## src/rtl/pipe_pkg.sv

```systemverilog
// Shared MEM/WB pipeline definitions: stall encoding, zero constants and the
// per-lane write-back bundle.
package pipe_pkg;

  localparam logic STOP     = 1'b1;
  localparam logic NOT_STOP = 1'b0;

  localparam int PKG_DATA_W = 32;
  localparam int PKG_ADDR_W = 5;

  localparam logic [PKG_DATA_W-1:0] ZERO_WORD = '0;
  localparam logic [PKG_ADDR_W-1:0] ZERO_ADDR = '0;

  typedef struct packed {
    logic                  valid;
    logic                  wen;
    logic [PKG_ADDR_W-1:0] waddr;
    logic [PKG_DATA_W-1:0] wdata;
    logic                  wen_hilo;
    logic [PKG_DATA_W-1:0] hi;
    logic [PKG_DATA_W-1:0] lo;
  } wb_bundle_t;

  // MEM held while WB drains: inject a bubble so the held op is not retired twice.
  function automatic logic is_bubble(input logic flush, input logic [1:0] stall);
    return flush | ((stall[0] == STOP) & (stall[1] == NOT_STOP));
  endfunction

endpackage

```

## src/rtl/wb_collision_resolve.sv

```systemverilog
// Combinational same-cycle write collision resolver: for equal GPR addresses
// and for HI/LO, the youngest (highest-index) enabled lane keeps its enable.
module wb_collision_resolve #(
  parameter int LANES  = 2,
  parameter int ADDR_W = 5
) (
  input  logic [LANES-1:0]             wen_i,
  input  logic [LANES-1:0]             hilo_i,
  input  logic [LANES-1:0][ADDR_W-1:0] waddr_i,
  output logic [LANES-1:0]             wen_o,
  output logic [LANES-1:0]             hilo_o
);

  for (genvar i = 0; i < LANES; i++) begin : g_lane
    logic gpr_kill;
    logic hilo_kill;

    always_comb begin
      gpr_kill  = 1'b0;
      hilo_kill = 1'b0;
      for (int j = i + 1; j < LANES; j++) begin
        if (wen_i[j] && (waddr_i[j] == waddr_i[i])) gpr_kill = 1'b1;
        if (hilo_i[j]) hilo_kill = 1'b1;
      end
    end

    assign wen_o[i]  = wen_i[i] & ~gpr_kill;
    assign hilo_o[i] = hilo_i[i] & ~hilo_kill;
  end

endmodule

```

## src/rtl/mem_wb_multi.sv

```systemverilog
// Multi-lane MEM->WB pipeline register with flush, 2-bit stall and collision
// resolution. Define MEM_WB_PERF_CNT_EN to add STALL_CNT/BUBBLE_CNT counters.
module mem_wb_multi
  import pipe_pkg::*;
#(
  parameter int LANES  = 2,
  parameter int DATA_W = 32,
  parameter int ADDR_W = 5,
  parameter int CNT_W  = 16
) (
  input  logic                    CLK,
  input  logic                    RST,
  input  logic [1:0]              STALL,
  input  logic                    FLUSH,
  input  logic [LANES-1:0]        MEM_VALID,
  input  logic [LANES*DATA_W-1:0] MEM_WDATA,
  input  logic [LANES*ADDR_W-1:0] MEM_WADDR,
  input  logic [LANES-1:0]        MEM_WEN,
  input  logic [LANES*DATA_W-1:0] MEM_HI,
  input  logic [LANES*DATA_W-1:0] MEM_LO,
  input  logic [LANES-1:0]        MEM_WEN_HILO,
`ifdef MEM_WB_PERF_CNT_EN
  output logic [CNT_W-1:0]        STALL_CNT,
  output logic [CNT_W-1:0]        BUBBLE_CNT,
`endif
  output logic [LANES-1:0]        WB_VALID,
  output logic [LANES-1:0]        WB_WEN,
  output logic [LANES-1:0]        WB_WEN_HILO,
  output logic [LANES*DATA_W-1:0] WB_WDATA,
  output logic [LANES*ADDR_W-1:0] WB_WADDR,
  output logic [LANES*DATA_W-1:0] WB_HI,
  output logic [LANES*DATA_W-1:0] WB_LO
);

  if (LANES < 1 || LANES > 4 || CNT_W < 1) begin : g_param_chk
    $error("mem_wb_multi: LANES must be 1..4 and CNT_W >= 1");
  end

  logic [LANES-1:0][DATA_W-1:0] mem_wdata, mem_hi, mem_lo;
  logic [LANES-1:0][ADDR_W-1:0] mem_waddr;

  assign mem_wdata = MEM_WDATA;
  assign mem_hi    = MEM_HI;
  assign mem_lo    = MEM_LO;
  assign mem_waddr = MEM_WADDR;

  // Writes to $0 and writes from invalid lanes are dropped before collision checks.
  logic [LANES-1:0] qual_wen, qual_hilo, res_wen, res_hilo;

  for (genvar i = 0; i < LANES; i++) begin : g_qual
    assign qual_wen[i]  = MEM_WEN[i] & MEM_VALID[i] & (mem_waddr[i] != ADDR_W'(ZERO_ADDR));
    assign qual_hilo[i] = MEM_WEN_HILO[i] & MEM_VALID[i];
  end

  wb_collision_resolve #(
    .LANES  (LANES),
    .ADDR_W (ADDR_W)
  ) u_resolve (
    .wen_i   (qual_wen),
    .hilo_i  (qual_hilo),
    .waddr_i (mem_waddr),
    .wen_o   (res_wen),
    .hilo_o  (res_hilo)
  );

  logic bubble, capture;
  assign bubble  = is_bubble(FLUSH, STALL);
  assign capture = (STALL[0] == NOT_STOP);

  logic [LANES-1:0]             valid_q, valid_d;
  logic [LANES-1:0]             wen_q, wen_d;
  logic [LANES-1:0]             hilo_q, hilo_d;
  logic [LANES-1:0][ADDR_W-1:0] waddr_q, waddr_d;
  logic [LANES-1:0][DATA_W-1:0] wdata_q, wdata_d;
  logic [LANES-1:0][DATA_W-1:0] hi_q, hi_d;
  logic [LANES-1:0][DATA_W-1:0] lo_q, lo_d;

  always_comb begin
    valid_d = valid_q;
    wen_d   = wen_q;
    hilo_d  = hilo_q;
    waddr_d = waddr_q;
    wdata_d = wdata_q;
    hi_d    = hi_q;
    lo_d    = lo_q;
    if (bubble) begin
      valid_d = '0;
      wen_d   = '0;
      hilo_d  = '0;
      waddr_d = '0;
      wdata_d = '0;
      hi_d    = '0;
      lo_d    = '0;
    end else if (capture) begin
      valid_d = MEM_VALID;
      wen_d   = res_wen;
      hilo_d  = res_hilo;
      waddr_d = mem_waddr;
      wdata_d = mem_wdata;
      hi_d    = mem_hi;
      lo_d    = mem_lo;
    end
  end

  always_ff @(posedge CLK or negedge RST) begin
    if (!RST) begin
      valid_q <= '0;
      wen_q   <= '0;
      hilo_q  <= '0;
      waddr_q <= '0;
      wdata_q <= '0;
      hi_q    <= '0;
      lo_q    <= '0;
    end else begin
      valid_q <= valid_d;
      wen_q   <= wen_d;
      hilo_q  <= hilo_d;
      waddr_q <= waddr_d;
      wdata_q <= wdata_d;
      hi_q    <= hi_d;
      lo_q    <= lo_d;
    end
  end

  assign WB_VALID    = valid_q;
  assign WB_WEN      = wen_q;
  assign WB_WEN_HILO = hilo_q;
  assign WB_WADDR    = waddr_q;
  assign WB_WDATA    = wdata_q;
  assign WB_HI       = hi_q;
  assign WB_LO       = lo_q;

`ifdef MEM_WB_PERF_CNT_EN
  logic [CNT_W-1:0] stall_cnt_q, stall_cnt_d;
  logic [CNT_W-1:0] bubble_cnt_q, bubble_cnt_d;

  // Saturating counters; only reset clears them.
  always_comb begin
    stall_cnt_d  = stall_cnt_q;
    bubble_cnt_d = bubble_cnt_q;
    if ((STALL[1] == STOP) && (stall_cnt_q != '1)) stall_cnt_d = stall_cnt_q + CNT_W'(1);
    if (bubble && (bubble_cnt_q != '1)) bubble_cnt_d = bubble_cnt_q + CNT_W'(1);
  end

  always_ff @(posedge CLK or negedge RST) begin
    if (!RST) begin
      stall_cnt_q  <= '0;
      bubble_cnt_q <= '0;
    end else begin
      stall_cnt_q  <= stall_cnt_d;
      bubble_cnt_q <= bubble_cnt_d;
    end
  end

  assign STALL_CNT  = stall_cnt_q;
  assign BUBBLE_CNT = bubble_cnt_q;
`endif

endmodule

```

## config.mk

```make
export PLATFORM = sky130hd
export DESIGN_NAME = mem_wb_multi
export DESIGN_NICKNAME = d
export VERILOG_FILES = /design/src/rtl/pipe_pkg.sv /design/src/rtl/wb_collision_resolve.sv /design/src/rtl/mem_wb_multi.sv
export SDC_FILE = /design/constraint.sdc
export NUM_CORES = 1
export LEC_CHECK = 0
export CELL_PAD_IN_SITES_DETAIL_PLACEMENT = 1
export CELL_PAD_IN_SITES_GLOBAL_PLACEMENT = 1
export CORE_AREA = 2 2 165 167
export DETAILED_ROUTE_END_ITERATION = 8
export DIE_AREA = 0 0 167 169
export PLACE_DENSITY = 0.77
export SKIP_CTS_REPAIR_TIMING = 1
export SLEW_MARGIN = 10
export SYNTH_ARGS = -nofsm -noshare
export SYNTH_HDL_FRONTEND = slang
export SYNTH_SLANG_ARGS = --single-unit
export TNS_END_PERCENT = 30
```

## constraint.sdc

```tcl
create_clock -name CLK -period 1.8 [get_ports CLK]
set_input_delay 0.27 -clock CLK [delete_from_list [all_inputs] [get_ports CLK]]
set_output_delay 0.27 -clock CLK [all_outputs]
set_load 0.1 [all_outputs]
```

==> summary.md, run 1 <==
| Metric | Value |
|---|---|
| Syn avg cell area | `15.5 um^2` |
| Die ar. | `28200 um^2` |
| Tightest Pin Transition | `just under 500 ps` |
| Reg2Reg Capture Point | `WB_HI[0]$_DFFE_PN0P_` |
| Final antenna-violating net count | `0` |
| Worst path bufs/invs | `1` |
| Max-cap violations | `0` |
| Yosys top cell area share | `69.8%` |
| CTS tree | `built` |
| Worst-path clk slew | `approximately 60 ps` |
| Max_slew headroom | `68.0%` |
| Worst VDD drop | `0.756 mV` |
| First-pass GRT wire length | `41300 um` |
| Met2 Use GR | `between 30% and 40%` |
| Crit-path max FO | `2` |
| Max frequency | `between 600 and 700 MHz` |
| Synth area leaders | `dfrtp_1, a22o_1, buf_6` |
| CP max stage cell | `dfrtp_1` |
| Post-synthesis register bit count | `208` |
| Worst Skew | `0 ps` |
| Final Cycle Share | `82.7%` |
| Ys Warns | `0` |
| Initial Util | `~28%` |
| Worst reg2reg startpoint | `WB_HI[0]$_DFFE_PN0P_` |
| WP data arrival | `~1200 ps` |
| Largest net degree at the start of global routing | `97` |
| Fin crit period | `between 1000 and 1500 ps` |
| Worst setup EP type | `output port` |
| Met3 GRT Util | `6.24%` |
| Met1 usage | `between 20 and 25%` |
| Part of the Yosys area used for sequential elements | `between 60 and 70%` |
| RSZ-0062 raised after global routing | `false` |
| Gpl congestion | `approximately 0.77` |
| Clk_lat worst skew | `510 ps` |
| Pleak | `roughly 6.2 nW` |
| Syn nets | `slightly below 700` |
| Worst R2R Setup Slack | `just over 1000 ps` |
| WP data required | `1530 ps` |
| Yosys top cell by area | `dfrtp_1` |
| Die X | `167 um` |
| CP top delay family | `flip-flops` |
| DP HPWL | `~19000 um` |
| Share of layout cells above drive strength 1 | `30.8%` |
| Most frequent cells in the layout | `clkdlybuf4s50_1, dfrtp_1, buf_4, a22o_1, buf_12` |
| Global route hottest layer | `met2` |
| Non-Filler Instances | `1275` |
| Worst-case clock buffer depth | `3` |
| Total length of routed wires | `between 20000 and 30000 um` |
| Num CTS Buffers | `25` |
| N_diodes | `0` |
| All-Layer GR Usage | `18.4%` |
| DR vias/cell | `~4.9` |
| H-tree lvl count | `1` |
| Residual DRC | `0` |
| Initial DRT Pass Iterations | `4` |
| Clk root buf | `clkbuf_16` |
| WS Path Type | `register to output port` |
| Placeable Area | `between 20000 and 30000 um^2` |
| Vias in the first global route | `6773` |
| Number of vias after detailed routing | `6190` |
| Pwr dens | `between 1000 and 1500 nW/um^2` |
| Final Hold Vio Count | `0` |
| Worst Hold Class | `primary input to async pin` |
| Placement Rows | `60` |
| R2R cell count | `1` |
| Initial detailed-routing violation count | `roughly 250` |
| Clk sinks | `208` |
| Crit path cell chain | `buf_4` |
| Slew Viols, Final | `0` |
| Dpl cells | `between 1000 and 1500` |
| WL per Instance | `21.1 um` |
| Area Overhead vs Synth | `71.4%` |
| Status | `finished, final reports clean` |
| Final setup viols | `0` |
| CP max stage delay | `roughly 390 ps` |
| Die Y | `169 um` |
| Synthesized area | `roughly 7500 um^2` |
| CP startpoint kind | `register` |
| IO Pins | `roughly 420` |
| Syn Inst Count | `481` |
| Grt ovf | `0` |
| Final #Nets | `approximately 1100` |
| Port buffer count | `420` |
| Post-synth cell types | `19` |
| Most common cell after layout, fill and taps aside | `clkdlybuf4s50_1` |
| Total power | `~0.013 W` |
| Initial antenna violation count | `0` |
[registers in the layout, indices dropped and copies added (netlist names)]
name,flops
WB_HI,64
WB_LO,64
WB_WDATA,64
WB_WADDR,10
WB_VALID,2
WB_WEN,2
WB_WEN_HILO,2
[cell usage after synthesis (all sizes together)]
library cell,count
nand4,1
or4,2
xnor2,3
clkbuf,6
a22o,204
dfrtp,208
and3b,1
xor2,2
or2,1
o21ai,3
nand2,6
nor2,1
nand3,1
o211ai,1
o2111ai,1
buf,39
nor4,1
[worst max-delay path by stage]
stage                             startpoint  cells after the start                     to  slack, ps
detailed placement                     FLUSH                      4  WB_HI[18]$_DFFE_PN0P_        -30
floorplan               WB_HI[0]$_DFFE_PN0P_                      1   WB_HI[0]$_DFFE_PN0P_        580
finish              WB_WDATA[22]$_DFFE_PN0P_                      1           WB_WDATA[22]        310
global placement                       FLUSH                      4  WB_HI[13]$_DFFE_PN0P_          2
global route        WB_WDATA[18]$_DFFE_PN0P_                      1           WB_WDATA[18]        280
CTS                 WB_WDATA[22]$_DFFE_PN0P_                      1           WB_WDATA[22]        290
[power breakdown]
part / switching, W / total, W / leakage (nW) / internal [W]
Combinational: 0.00218 / 0.00316 / 3.05 / 0.000987
Sequential: 0.000161 / 0.00506 / 2.79 / 0.00490
Clock: 0.00200 / 0.00491 / 0.400 / 0.00290
Total: 0.00434 / 0.0131 / 6.23 / 0.00879
[cells by family (layout without fill, tap and decap cells)]
group	after synthesis	in the layout	share of synthesized area, %
xor gates and xnor gates	5	5	0.587
DFF	208	208	69.8
and+or+nand+nor	14	14	1.02
AOI/OAI and AO/OA	209	209	24.5
buffers and inverters	45	498	4.09
[stage by stage]
step / TNS (ps) / area [um^2] / hold WS (ps) / util (%) / setup slack, ps
5_1_grt: 0 / 12800 / 277 / 48.2 / 276
3_3_place_gp: 0 / 12000 / 249 / 45.2 / 2.12
2_1_floorplan: 0 / 7460 / -25.6 / - / 581
3_5_place_dp: -322 / 12000 / 253 / 45.2 / -31.2
4_1_cts: 0 / 12800 / -304 / 48.2 / 288
6_report: 0 / 12800 / 269 / 48.2 / 311
[cell type report]
type / instances / area (um^2)
clock buffer: 33 / 706
multi-input combinational: 228 / 1960
fill: 2723 / 13700
sequential: 208 / 5200
clock inverter: 11 / 96.3
timing repair buffer: 454 / 4400
tap: 341 / 427
[routing by layer]
layer	vias up	wire, um
met2	306	13500
met1	3117	10400
li1	2739	-
met3	28	2560
met4	0	372
met5	-	0
Power figures use the tool's default switching activity.
==> inputs of run 2 (changes only) <==
CORE_AREA = unset   (was 2 2 165 167)
CORE_MARGIN = 2   (was unset)
CORE_UTILIZATION = 26   (was unset)
DIE_AREA = unset   (was 0 0 167 169)
PLACE_DENSITY = 0.74   (was 0.77)
clock period = 1.2 ns   (was 1.8 ns; I/O delays follow)
==> summary.md, run 2 (synthesis gave the netlist of run 1 again) <==
| Metric | Value |
|---|---|
| Pleak | `7.12 nW (+14%)` |
| N_diodes | `0 (unchanged)` |
| Initial DRT Pass Iterations | `4 (unchanged)` |
| CP top delay family | `flip-flops` |
| Final #Nets | `1199 (+6.1%)` |
| Most frequent cells in the layout | `buf_12, clkdlybuf4s50_1, a22o_1, dfrtp_1, buf_4` |
| Placeable Area | `28000 um^2 (+5.7%)` |
| Reg2Reg Capture Point | `WB_HI[24]$_DFFE_PN0P_` |
| Slew Viols, Final | `0 (unchanged)` |
| Gpl congestion | `0.763 (-1.1%)` |
| Initial detailed-routing violation count | `257 (+1.2%)` |
| Net Switching | `0.00680 W (+57%)` |
| Internal Power | `0.0144 W (+64%)` |
| Largest net degree at the start of global routing | `104 (+7.2%)` |
| Grt ovf | `0 (unchanged)` |
| Area Overhead vs Synth | `112%` |
| WS Path Type | `register to output port` |
| Final Hold Vio Count | `0 (unchanged)` |
| First-pass GRT wire length | `48200 um (+17%)` |
| WL per Instance | `23.0 um (+9.0%)` |
| Share of total power in combinational logic | `27.1% (+3.0 points)` |
| Max_slew headroom | `68.1% (+0.14 points)` |
| Status | `finished with violations` |
| WP data required | `1020 ps (-510 ps)` |
| Worst reg2reg startpoint | `WB_HI[24]$_DFFE_PN0P_` |
| CP startpoint | `WB_LO[36]$_DFFE_PN0P_` |
| Clk_lat worst skew | `510 ps (about the same)` |
| Worst-case clock buffer depth | `3 (unchanged)` |
| Vias in the first global route | `7502 (+11%)` |
| CTS tree | `built` |
| Worst path bufs/invs | `1 (unchanged)` |
| Port buffer count | `420 (unchanged)` |
| Final Cycle Share | `111%` |
| Worst Skew | `0 ps (unchanged)` |
| Worst Hold Class | `primary input to register` |
| Max-cap violations | `0 (unchanged)` |
| Failing checks | `negative setup slack` |
| Final worst slack | `-127 ps (-437 ps)` |
| Die Y | `173 um (+2.6%)` |
| CP startpoint kind | `register` |
| H-tree lvl count | `1 (unchanged)` |
| Fillers | `2596 (-4.7%)` |
| CP max stage delay | `430 ps (+40 ps)` |
| Multi-input combinational cell area | `1960 um^2 (unchanged)` |
| Non-Filler Instances | `1383 (+8.5%)` |
| Clk root buf | `clkbuf_16` |
| Worst-path clk slew | `70 ps (about the same)` |
| Clock power share | `36.3% (-1.1 points)` |
| Most common cell after layout, fill and taps aside | `buf_12` |
| Number of vias after detailed routing | `6662 (+7.6%)` |
| Initial antenna violation count | `0 (unchanged)` |
| Worst Setup EP | `WB_LO[36]` |
| CP max stage cell | `dfrtp_1` |
| Register Area | `5290 um^2 (+1.7%)` |
| DP HPWL | `23600 um (+23%)` |
| Residual DRC | `0 (unchanged)` |
| Net Sw Frac | `32.1% (-0.98 points)` |
| Max frequency | `754 MHz` |
| RSZ-0062 raised after global routing | `true` |
| Final setup viols | `208 (+208)` |
| Worst path depth | `1 (unchanged)` |
| Worst setup EP type | `output port` |
| Dpl cells | `1288 (+4.7%)` |
| Share of layout cells above drive strength 1 | `42.2% (+11 points)` |
| WP data arrival | `1150 ps (-70 ps)` |
| Worst VDD drop | `0.937 mV (+24%)` |
| Crit path cell chain | `buf_12` |
| Tightest Pin Transition | `478 ps (-2.08 ps)` |
| Initial Util | `26.6% (-1.5 points)` |
| Pwr dens | `1340 nW/um^2 (+30%)` |
| Hold path startpoint | `FLUSH` |
| Reg power frac | `36.6% (-1.9 points)` |
| All-Layer GR Usage | `20.6% (+2.3 points)` |
| Fin crit period | `1330 ps` |
| Placement Cell Area | `14600 um^2 (+22%)` |
| IO Pins | `421 (unchanged)` |
| Clk sinks | `208 (unchanged)` |
| Worst R2R Setup Slack | `280 ps (-740 ps)` |
| Placement Rows | `61 (+1.7%)` |
| Num CTS Buffers | `25 (unchanged)` |
| Design Area, Final | `15800 um^2 (+24%)` |
| Die X | `173 um (+3.8%)` |
| Final antenna-violating net count | `0 (unchanged)` |
| R2R cell count | `2 (+1)` |
| Crit-path max FO | `2 (unchanged)` |
| DR vias/cell | `4.82 (-0.78%)` |
| Die ar. | `30100 um^2 (+6.5%)` |
| Total length of routed wires | `31700 um (+18%)` |
==> run 2: power groups by stage <==
stage | sequential, W | clock [W] | combinational, W
final | 0.00777 | 0.00769 | 0.00574
after global routing | 0.00780 | 0.00816 | 0.00592
after CTS | 0.00778 | 0.00788 | 0.00567
after detailed placement | 0.00789 | 0 | 0.00564
after global placement | 0.00787 | 0 | 0.00555
after floorplan | 0.0101 | 0 | 0.000505
==> run 2: final cells by class <==
type	instances	area share, %
Timing Repair Buffer	523	46.0
Sequential cell	208	33.4
Multi-Input combinational cell	228	12.4
Clock buffer	39	4.66
Tap cell	378	2.99
Clock inverter	7	0.601
==> run 2: worst min-delay path by stage <==
stage / to / slack (ps) / depth (start not counted)
finish: WB_WEN_HILO[1]$_DFFE_PN0P_ / 150 / 4
global route: WB_WEN_HILO[1]$_DFFE_PN0P_ / 170 / 2
CTS: WB_WEN_HILO[1]$_DFFE_PN0P_ / -410 / 1
detailed placement: WB_HI[55]$_DFFE_PN0P_ / 150 / 1
global placement: WB_HI[55]$_DFFE_PN0P_ / 150 / 1
floorplan: WB_HI[0]$_DFFE_PN0P_ / -120 / 0
==> run 2: tightest hold or removal path: cells and delay by family <==
family / cells / cell delay, ps
simple gates: 1 / 110
buf+inv: 2 / 260
compound gates: 1 / 80
==> run 2: stage by stage <==
step	worst slack, ps	hold slack, ps	power (W)	setup TNS (ps)	util (%)
5_1_grt	-166	169	0.0219	-27680	56.5
4_1_cts	-192	-412	0.0213	-26490	55.1
3_3_place_gp	-487	145	0.0134	-96400	52.1
6_report	-127	153	0.0212	-20200	56.5
2_1_floorplan	-19.1	-116	0.0106	-2740	-
3_5_place_dp	-545	146	0.0135	-103560	52.1
==> run 2: layer usage <==
layer  part of all wire (%)  global-route usage [%]  vias to the layer above
li1                       -                       -                     2871
met1                     37                    23.2                     3411
met2                     52                    37.2                      322
met3                    8.2                    6.47                       58
met4                    3.4                    6.46                        0
met5                      0                       0                        -
==> inputs of run 3 (changes only) <==
ABC_CLOCK_PERIOD_IN_PS = 1200   (was unset)
==> results of run 3 <==
No change in the layout: final DEF, timing and power equal those of run 2.
